File: config.mk
export PLATFORM = sky130hd
export DESIGN_NAME = serial_subtractor
export DESIGN_NICKNAME = d
export VERILOG_FILES = /design/src/rtl/serial_subtractor.sv
export SDC_FILE = /design/constraint.sdc
export NUM_CORES = 1
export LEC_CHECK = 0
export ABC_AREA = 1
export CELL_PAD_IN_SITES_DETAIL_PLACEMENT = 2
export CELL_PAD_IN_SITES_GLOBAL_PLACEMENT = 2
export CORE_MARGIN = 2
export CORE_UTILIZATION = 29
export CTS_CLUSTER_SIZE = 24
export DETAILED_ROUTE_END_ITERATION = 7
export GPL_TIMING_DRIVEN = 0
export PLACE_DENSITY = 0.81
export REMOVE_ABC_BUFFERS = 1
export SETUP_SLACK_MARGIN = 0.2
export SYNTH_ARGS = -nofsm -noshare
export SYNTH_HDL_FRONTEND = slang
export SYNTH_SLANG_ARGS = --single-unit
File: constraint.sdc
create_clock -name clk -period 2.8 [get_ports clk]
set_input_delay 0.56 -clock clk [delete_from_list [all_inputs] [get_ports clk]]
set_output_delay 0.56 -clock clk [all_outputs]
set_load 0.02 [all_outputs]
File: src/rtl/serial_subtractor.sv
// -----------------------------------------------------------------------------
// serial_subtractor
//
// Bit-serial unsigned subtractor: {Bout, diff} = {1'b0,X} - {1'b0,Y} - Bin,
// evaluated one bit per clock, LSB first. It is the companion of the ripple
// adder, so a sum can be subtracted back to recover the original operand.
//
// Operands arrive over a valid/ready handshake (accepted only in IDLE). The
// result is presented over a second valid/ready handshake and is held stable
// for as long as the consumer applies back-pressure. One transaction is in
// flight at a time; the throughput is one result per WIDTH+2 cycles.
//
// Ports
//   clk        rising-edge clock
//   rst_n      synchronous, active-low reset
//   in_valid   X, Y, Bin valid
//   in_ready   block can accept operands (high only in IDLE)
//   X          minuend, WIDTH bits
//   Y          subtrahend, WIDTH bits
//   Bin        borrow-in
//   out_valid  diff / Bout valid (high only in DONE)
//   out_ready  consumer accepts the result
//   diff       X - Y - Bin, low WIDTH bits
//   Bout       borrow-out (1 iff X < Y + Bin)
// -----------------------------------------------------------------------------
module serial_subtractor #(
  parameter int WIDTH = 4
) (
  input  logic             clk,
  input  logic             rst_n,
  input  logic             in_valid,
  output logic             in_ready,
  input  logic [WIDTH-1:0] X,
  input  logic [WIDTH-1:0] Y,
  input  logic             Bin,
  output logic             out_valid,
  input  logic             out_ready,
  output logic [WIDTH-1:0] diff,
  output logic             Bout
);

  localparam int CNT_W = $clog2(WIDTH);

  typedef enum logic [1:0] {
    IDLE = 2'd0,
    RUN  = 2'd1,
    DONE = 2'd2
  } state_e;

  state_e             state_q, state_d;
  logic [WIDTH-1:0]   x_q, x_d;       // minuend, shifted right each RUN cycle
  logic [WIDTH-1:0]   y_q, y_d;       // subtrahend, shifted right each RUN cycle
  logic [WIDTH-1:0]   res_q, res_d;   // difference bits, filled from the MSB side
  logic [WIDTH-1:0]   diff_q, diff_d; // result shown to the consumer
  logic               borrow_q, borrow_d;
  logic               bout_q, bout_d;
  logic [CNT_W-1:0]   cnt_q, cnt_d;

  // Full-subtractor slice on the current LSB of the operand shift registers.
  logic x_bit, y_bit, d_bit, borrow_nxt, last_bit;

  assign x_bit      = x_q[0];
  assign y_bit      = y_q[0];
  assign d_bit      = x_bit ^ y_bit ^ borrow_q;
  assign borrow_nxt = (~x_bit & y_bit) | (~(x_bit ^ y_bit) & borrow_q);
  assign last_bit   = (cnt_q == CNT_W'(WIDTH - 1));

  // Handshake outputs come straight from the state register, so there is no
  // combinational path from any input to any output.
  assign in_ready  = (state_q == IDLE);
  assign out_valid = (state_q == DONE);
  assign diff      = diff_q;
  assign Bout      = bout_q;

  // ---------------------------------------------------------------------------
  // Next-state and datapath decode
  // ---------------------------------------------------------------------------
  always_comb begin
    // NOTE: every signal gets a hold-value default first, so no path through
    // the case statement can leave one unassigned and infer a latch.
    state_d  = state_q;
    x_d      = x_q;
    y_d      = y_q;
    res_d    = res_q;
    diff_d   = diff_q;
    borrow_d = borrow_q;
    bout_d   = bout_q;
    cnt_d    = cnt_q;

    unique case (state_q)
      IDLE: begin
        if (in_valid) begin
          x_d      = X;
          y_d      = Y;
          borrow_d = Bin;
          cnt_d    = '0;
          state_d  = RUN;
        end
      end

      RUN: begin
        x_d      = x_q >> 1;
        y_d      = y_q >> 1;
        res_d    = {d_bit, res_q[WIDTH-1:1]};
        borrow_d = borrow_nxt;
        cnt_d    = cnt_q + 1'b1;
        if (last_bit) begin
          // The visible result only moves here, on entry to DONE.
          diff_d  = {d_bit, res_q[WIDTH-1:1]};
          bout_d  = borrow_nxt;
          state_d = DONE;
        end
      end

      DONE: begin
        if (out_ready) begin
          state_d = IDLE;
        end
      end

      default: begin
        state_d = IDLE;
      end
    endcase
  end

  // ---------------------------------------------------------------------------
  // State and datapath registers
  // ---------------------------------------------------------------------------
  always_ff @(posedge clk) begin
    if (!rst_n) begin
      // NOTE: the working registers are cleared along with the visible ones;
      // they are only a few flops and this keeps a discarded transaction from
      // leaving stale bits behind.
      state_q  <= IDLE;
      x_q      <= '0;
      y_q      <= '0;
      res_q    <= '0;
      diff_q   <= '0;
      borrow_q <= 1'b0;
      bout_q   <= 1'b0;
      cnt_q    <= '0;
    end else begin
      // NOTE: non-blocking assignments so every register samples the values
      // decoded from the previous state, independent of statement order.
      state_q  <= state_d;
      x_q      <= x_d;
      y_q      <= y_d;
      res_q    <= res_d;
      diff_q   <= diff_d;
      borrow_q <= borrow_d;
      bout_q   <= bout_d;
      cnt_q    <= cnt_d;
    end
  end

endmodule

==> impl_metrics.env, run 1 <==
export IMPL_finalInstanceArea_mm2=0.001244
export IMPL_met2_usage=0.2593
export IMPL_hold_class="flop to flop"
export IMPL_dp_cells=209
export IMPL_start_util=0.3022
export IMPL_hp_start="y_q[3]"
export IMPL_cap_viol_max_count=0
export IMPL_setup_violations=0
export IMPL_maxSlewHeadroom=0.5979
export IMPL_slowest_delay_ps=650
export IMPL_cp_end_kind="output pin"
export IMPL_hold_viol_final=0
export IMPL_overflow=0
export IMPL_postRouteAntennaNets=0
export IMPL_grt_pass1_wl_um=4367
export IMPL_use_met1=0.1504
export IMPL_cts_repair_resized=0
export IMPL_cp_required_ps=2240
export IMPL_seq_area_frac_synth=0.4169
export IMPL_drive_gt1_frac=0.05988
export IMPL_critPathSlowestCell="clkdlybuf4s50_1"
export IMPL_layout_nets=183
export IMPL_synth_cell_type_count=18
export IMPL_synth_seq_cells=21
export IMPL_post_route_drc_count=0
export IMPL_die_w_um=62.97
export IMPL_cts_buffers=3
export IMPL_drtIter0Drc=12
export IMPL_worstReg2RegStart="state_q[0]"
export IMPL_ctsHoldBuffers=0
export IMPL_netlist_area_mm2=0.001008
export IMPL_criticalPathCategory="flop to output pin"
export IMPL_tightest_slew_ps=601.3
export IMPL_antenna_found_initial=0
export IMPL_vias_per_cell=4.455
export IMPL_fin_crit_sh=0.8081
export IMPL_total_power_w=0.0005760
export IMPL_dpl_cell_area_mm2=0.001217
export IMPL_vias=949
export IMPL_status="complete, no violations"
export IMPL_finish_utilization=0.3727
export IMPL_gr_max_usage_layer="met2"
export IMPL_crit_path_start_kind="flop"
export IMPL_io_buffers=19
export IMPL_core_area_mm2=0.003337
export IMPL_synth_cells=148
export IMPL_track_usage=0.1389
export IMPL_fmax_mhz=442.0
export IMPL_clock_latency_ps=300
export IMPL_wl_um=2458
export IMPL_drv_slew=0
export IMPL_grtUsageMet3=0.02703
export IMPL_ir_worst_vdd_v=0.0001738
export IMPL_dp_hpwl_um=1921
export IMPL_area_delta_synth_final_pct=23.32
export IMPL_clk_pin_slew_ps=120
export IMPL_post_route_min_period_ps=2263
export IMPL_skew_ps=2.433
export IMPL_first_pass_iters=2
export IMPL_cts_tree="yes"
export IMPL_postCtsSetupRepairBufs=0
export IMPL_rsz0062_at_grt="no"
export IMPL_power_leakage_nw=0.5717
export IMPL_wl_per_cell_um=11.54
export IMPL_ys_warn_count=0
export IMPL_cts_sinks=21
export IMPL_io_pins=20
export IMPL_cp_startpoint="state_q[0]"
export IMPL_cts_max_level=1
export IMPL_root_buffer="clkbuf_4"
export IMPL_grt_pass1_vias=1030
export IMPL_clock_path_buffers=2
export IMPL_floorplan_rows=21
export IMPL_fp_dieH_um=62.97
export IMPL_dieArea_mm2=0.003965
export IMPL_path_cells="nor2_1 > clkdlybuf4s50_1"
export IMPL_gp_congestion=0.7257
export IMPL_fin_cells=213
export IMPL_arrival_ps=1700
export IMPL_path_max_fanout=13
export IMPL_avgSynthCellArea_um2=6.814
export IMPL_antenna_cells=0
export IMPL_fin_setup_tns_ps=0
export IMPL_grt_max_degree=20
export IMPL_power_density_mw_per_mm2=463.1
export IMPL_nFillCells=410
## cell usage after synthesis (all sizes together)
master / count / area (um2)
nor2: 23 / 93.84
dfxtp: 21 / 420.4
o21ai: 6 / 41.29
a21oi: 13 / 68.82
buf: 4 / 38.78
nand3: 3 / 15.01
or2: 1 / 6.260
fa: 1 / 20.02
ha: 1 / 12.51
inv: 29 / 108.9
nand2: 46 / 182.7
## critical path: cells and delay by family, from the launching register on
kind / cells / cell delay [ps]
buf+inv: 1 / 650
flops: 1 / 490
simple gates: 1 / 270
## sequential cells by signal, indices dropped and copies added, names as in the netlist
register  count
y_q           4
res_q         3
cnt_q         2
state_q       2
Bout          1
x_q           4
diff          4
borrow_q      1
## metal layers
metal,share of wire,wire length (um)
met3,0.031,75
met2,0.51,1262
met5,0,0
met1,0.45,1101
met4,0.0077,19
## stage by stage
stage	setup slack [ps]	hold slack, ps
final	537.4	472.1
after global routing	381.1	505.3
after CTS	477.4	477.1
after detailed placement	808.5	459.2
after global placement	789.4	452.9
after floorplan	1446	440.4
## power breakdown
part           total [W]  internal [W]  switching [W]
clock network   0.000150     0.0000555      0.0000943
registers       0.000328      0.000317      0.0000114
logic          0.0000979     0.0000431      0.0000547
## final timing paths
path	to	slack, ps	cells after the start
hold / removal	y_q[3]	470	2
setup / recovery	in_ready	540	2
setup reg to reg	diff[1]	1080	5
hold reg to reg	y_q[3]	470	2
## final cells by class
| class | instances | area (um2) | area share |
|---|---|---|---|
| Multi-Input combinational cell | 94 | 440.4 | 0.3541 |
| Tap cell | 46 | 57.56 | 0.04628 |
| Sequential cell | 21 | 420.4 | 0.3380 |
| Timing Repair Buffer | 19 | 190.2 | 0.1529 |
| Clock buffer | 4 | 26.28 | 0.02113 |
| Inverter | 29 | 108.9 | 0.08753 |
## logic make-up (layout without fill, tap and decap cells)
group / after synthesis / in the layout / synth area share
AOI/OAI and AO/OA: 19 / 19 / 0.1092
adders and majority gates: 2 / 2 / 0.03226
buffers and inverters: 33 / 52 / 0.1464
DFF: 21 / 21 / 0.4169
and+or+nand+nor: 73 / 73 / 0.2953
## cell usage in the layout, fill, tap and decap left out, drive strengths merged
cell type,n
o21ai,6
or2,1
clkdlybuf4s50,19
nor2,23
clkbuf,4
nand2,46
dfxtp,21
ha,1
fa,1
nand3,3
a21oi,13
inv,29
(Power assumes the default switching activity.)
==> run 2, diff against run 1 <==
--- a/config.mk
+++ b/config.mk
@@ -9,11 +9,11 @@
 export CELL_PAD_IN_SITES_DETAIL_PLACEMENT = 2
 export CELL_PAD_IN_SITES_GLOBAL_PLACEMENT = 2
 export CORE_MARGIN = 2
-export CORE_UTILIZATION = 29
+export CORE_UTILIZATION = 27
 export CTS_CLUSTER_SIZE = 24
 export DETAILED_ROUTE_END_ITERATION = 7
 export GPL_TIMING_DRIVEN = 0
-export PLACE_DENSITY = 0.81
+export PLACE_DENSITY = 0.76
 export REMOVE_ABC_BUFFERS = 1
 export SETUP_SLACK_MARGIN = 0.2
 export SYNTH_ARGS = -nofsm -noshare
==> constraint.sdc (replaced) <==
create_clock -name clk -period 2.3 [get_ports clk]
set_input_delay 0.46 -clock clk [delete_from_list [all_inputs] [get_ports clk]]
set_output_delay 0.46 -clock clk [all_outputs]
set_load 0.02 [all_outputs]
==> run 2 against run 1 <==
Setup slack improved by 87 ps. Final area increased by 2.2%. Register-to-register slack got worse by 250 ps. Largest cell class unchanged. Clock-buffer cell count unchanged. Clock skew about the same. Critical endpoint is now out_valid. Wire length increased by 8.3%. Hold slack improved by 6.7 ps. Via count decreased by 0.84%. Cell count increased by 0.94%. First-iteration DRC count decreased by 33%. Sequential power increased by 22%. Global-route usage increased by 0.30 points.
==> impl_metrics.env, run 2 (synthesis results as in run 1) <==
export IMPL_status="complete, no violations"
export IMPL_drv_slew=0
export IMPL_worst_path_buf_inv=2
export IMPL_fp_dieH_um=65.12
export IMPL_tightest_slew_ps=597.1
export IMPL_wl_per_cell_um=12.39
export IMPL_final_common_cell="nand2_1"
export IMPL_track_usage=0.1418
export IMPL_clock_path_buffers=2
export IMPL_reg2reg_depth=5
export IMPL_grt_pass1_wl_um=4547
export IMPL_io_pins=20
export IMPL_antenna_found_initial=0
export IMPL_regToRegEndpoint="diff[2]"
export IMPL_cts_tree="yes"
export IMPL_power_density_mw_per_mm2=609.5
export IMPL_postRouteAntennaNets=0
export IMPL_overflow=0
export IMPL_power_frac_comb=0.156
export IMPL_cap_viol_max_count=0
export IMPL_dp_cells=211
export IMPL_crit_path_start_kind="flop"
export IMPL_fmax_mhz=596.8
export IMPL_rsz0062_at_grt="no"
export IMPL_ff2ff_setup_slack_ps=830
export IMPL_most_common_layout_cells="44 x nand2_1, 27 x inv_1, 22 x nor2_1"
export IMPL_gp_congestion=0.6836
export IMPL_fin_setup_tns_ps=0
export IMPL_dpl_cell_area_mm2=0.001220
export IMPL_clock_latency_ps=270
export IMPL_die_w_um=65.12
export IMPL_floorplan_rows=22
export IMPL_area_delta_synth_final_pct=26.05
export IMPL_root_buffer="clkbuf_8"
export IMPL_slowest_delay_ps=430
export IMPL_post_route_drc_count=0
export IMPL_fin_crit_sh=0.7285
export IMPL_fin_ws_ps=624.4
export IMPL_finalInstanceArea_mm2=0.001271
export IMPL_setup_violations=0
export IMPL_hold_end="x_q[3]"
export IMPL_antenna_cells=0
export IMPL_start_util=0.2775
export IMPL_wl_um=2663
export IMPL_cts_max_level=1
export IMPL_worstReg2RegStart="state_q[0]"
export IMPL_cts_buffers=3
export IMPL_vias_per_cell=4.377
export IMPL_layout_nets=183
export IMPL_skew_ps=2.422
export IMPL_dpl_worst_slack_ps=344.2
export IMPL_dieArea_mm2=0.004240
export IMPL_dp_hpwl_um=2042
export IMPL_post_route_min_period_ps=1676
export IMPL_power_switching_w=0.0002122
export IMPL_maxSlewHeadroom=0.6007
export IMPL_first_pass_iters=2
export IMPL_clkPwrFrac=0.327
export IMPL_hold_viol_final=0
export IMPL_path_cells="inv_2 > nor2_1 > dlymetal6s2s_1"
export IMPL_ir_worst_vdd_v=0.0002259
export IMPL_criticalPathCategory="flop to output pin"
export IMPL_clk_pin_slew_ps=80
export IMPL_io_buffers=19
export IMPL_path_max_fanout=4
export IMPL_vias=941
export IMPL_cp_end_kind="output pin"
export IMPL_cp_required_ps=1840
export IMPL_whs_path_depth=2
export IMPL_hp_start="x_q[3]"
export IMPL_postCtsSetupRepairBufs=0
export IMPL_arrival_ps=1220
export IMPL_critPathSlowestCell="dfxtp_1"
export IMPL_grt_max_degree=20
export IMPL_hold_class="flop to flop"
export IMPL_power_leakage_nw=0.6043
export IMPL_p_sw_frac=0.2738
export IMPL_p_int_w=0.0005626
export IMPL_drive_gt1_frac=0.06587
export IMPL_fin_cells=215
export IMPL_core_area_mm2=0.003633
export IMPL_cts_sinks=21
export IMPL_power_frac_seq=0.517
export IMPL_grt_pass1_vias=1039
export IMPL_path_delay_family="flip-flops"
export IMPL_drtIter0Drc=8
run 2: cell count changes in the layout (fill, tap and decap cells not counted), sizes merged:
cell and change:
clkdlybuf4s50 -2, dlymetal6s2s +2
run 2: metrics by stage:
| step | hold slack (ps) | total power (W) | util |
|---|---|---|---|
| after floorplan | 440.4 | 0.0004784 | - |
| after global placement | 452.2 | 0.0005236 | 0.3357 |
| after detailed placement | 465.7 | 0.0005335 | 0.3357 |
| after CTS | 480.5 | 0.0007936 | 0.3485 |
| after global routing | 505.2 | 0.0008307 | 0.3499 |
| final | 478.9 | 0.0007748 | 0.3499 |
run 2: layer usage:
layer,wire (um),up-vias,global-route usage,share of wire
li1,-,474,-,-
met5,0,-,0,0
met3,89,3,0.02055,0.033
met2,1460,18,0.2861,0.55
met4,42,0,0.05469,0.016
met1,1070,446,0.1445,0.40
run 2: how the worst max path moves through the flow:
stage / startpoint / end / slack [ps] / cells after the start
after CTS: state_q[1] / out_valid / 210 / 3
after detailed placement: rst_n / state_q[1] / 340 / 3
final: state_q[1] / out_valid / 620 / 3
after global placement: rst_n / state_q[1] / 360 / 3
after floorplan: state_q[0] / diff[1] / 1040 / 5
after global routing: state_q[1] / out_valid / 540 / 3
run 2: final cells by class:
class | count | area, um2
Fill cell | 454 | 2362
Multi-Input combinational cell | 94 | 440.4
Sequential cell | 21 | 421.7
Timing Repair Buffer | 19 | 195.2
Inverter | 29 | 108.9
Tap cell | 48 | 60.06
Clock buffer | 4 | 45.04
run 2: timing repair:
| item | in CTS | in global routing |
|---|---|---|
| cloned | 0 | 0 |
| setup endpoints to repair | 2 | 2 |
| hold buffers | 0 | 0 |
| resized for setup | 1 | 2 |
run 2: worst reg2reg max path: cells and delay by family (launching register included):
family           cells  cell delay, ps
flip-flops           1             520
AND/OR/NAND/NOR      5             850
run 2: power by group through the flow:
stage | logic, W | registers (W) | clock network (W)
2_1_floorplan | 0.0000731 | 0.000405 | 0
3_3_place_gp | 0.000116 | 0.000408 | 0
3_5_place_dp | 0.000124 | 0.000410 | 0
4_1_cts | 0.000126 | 0.000401 | 0.000267
5_1_grt | 0.000138 | 0.000404 | 0.000288
6_report | 0.000121 | 0.000401 | 0.000253
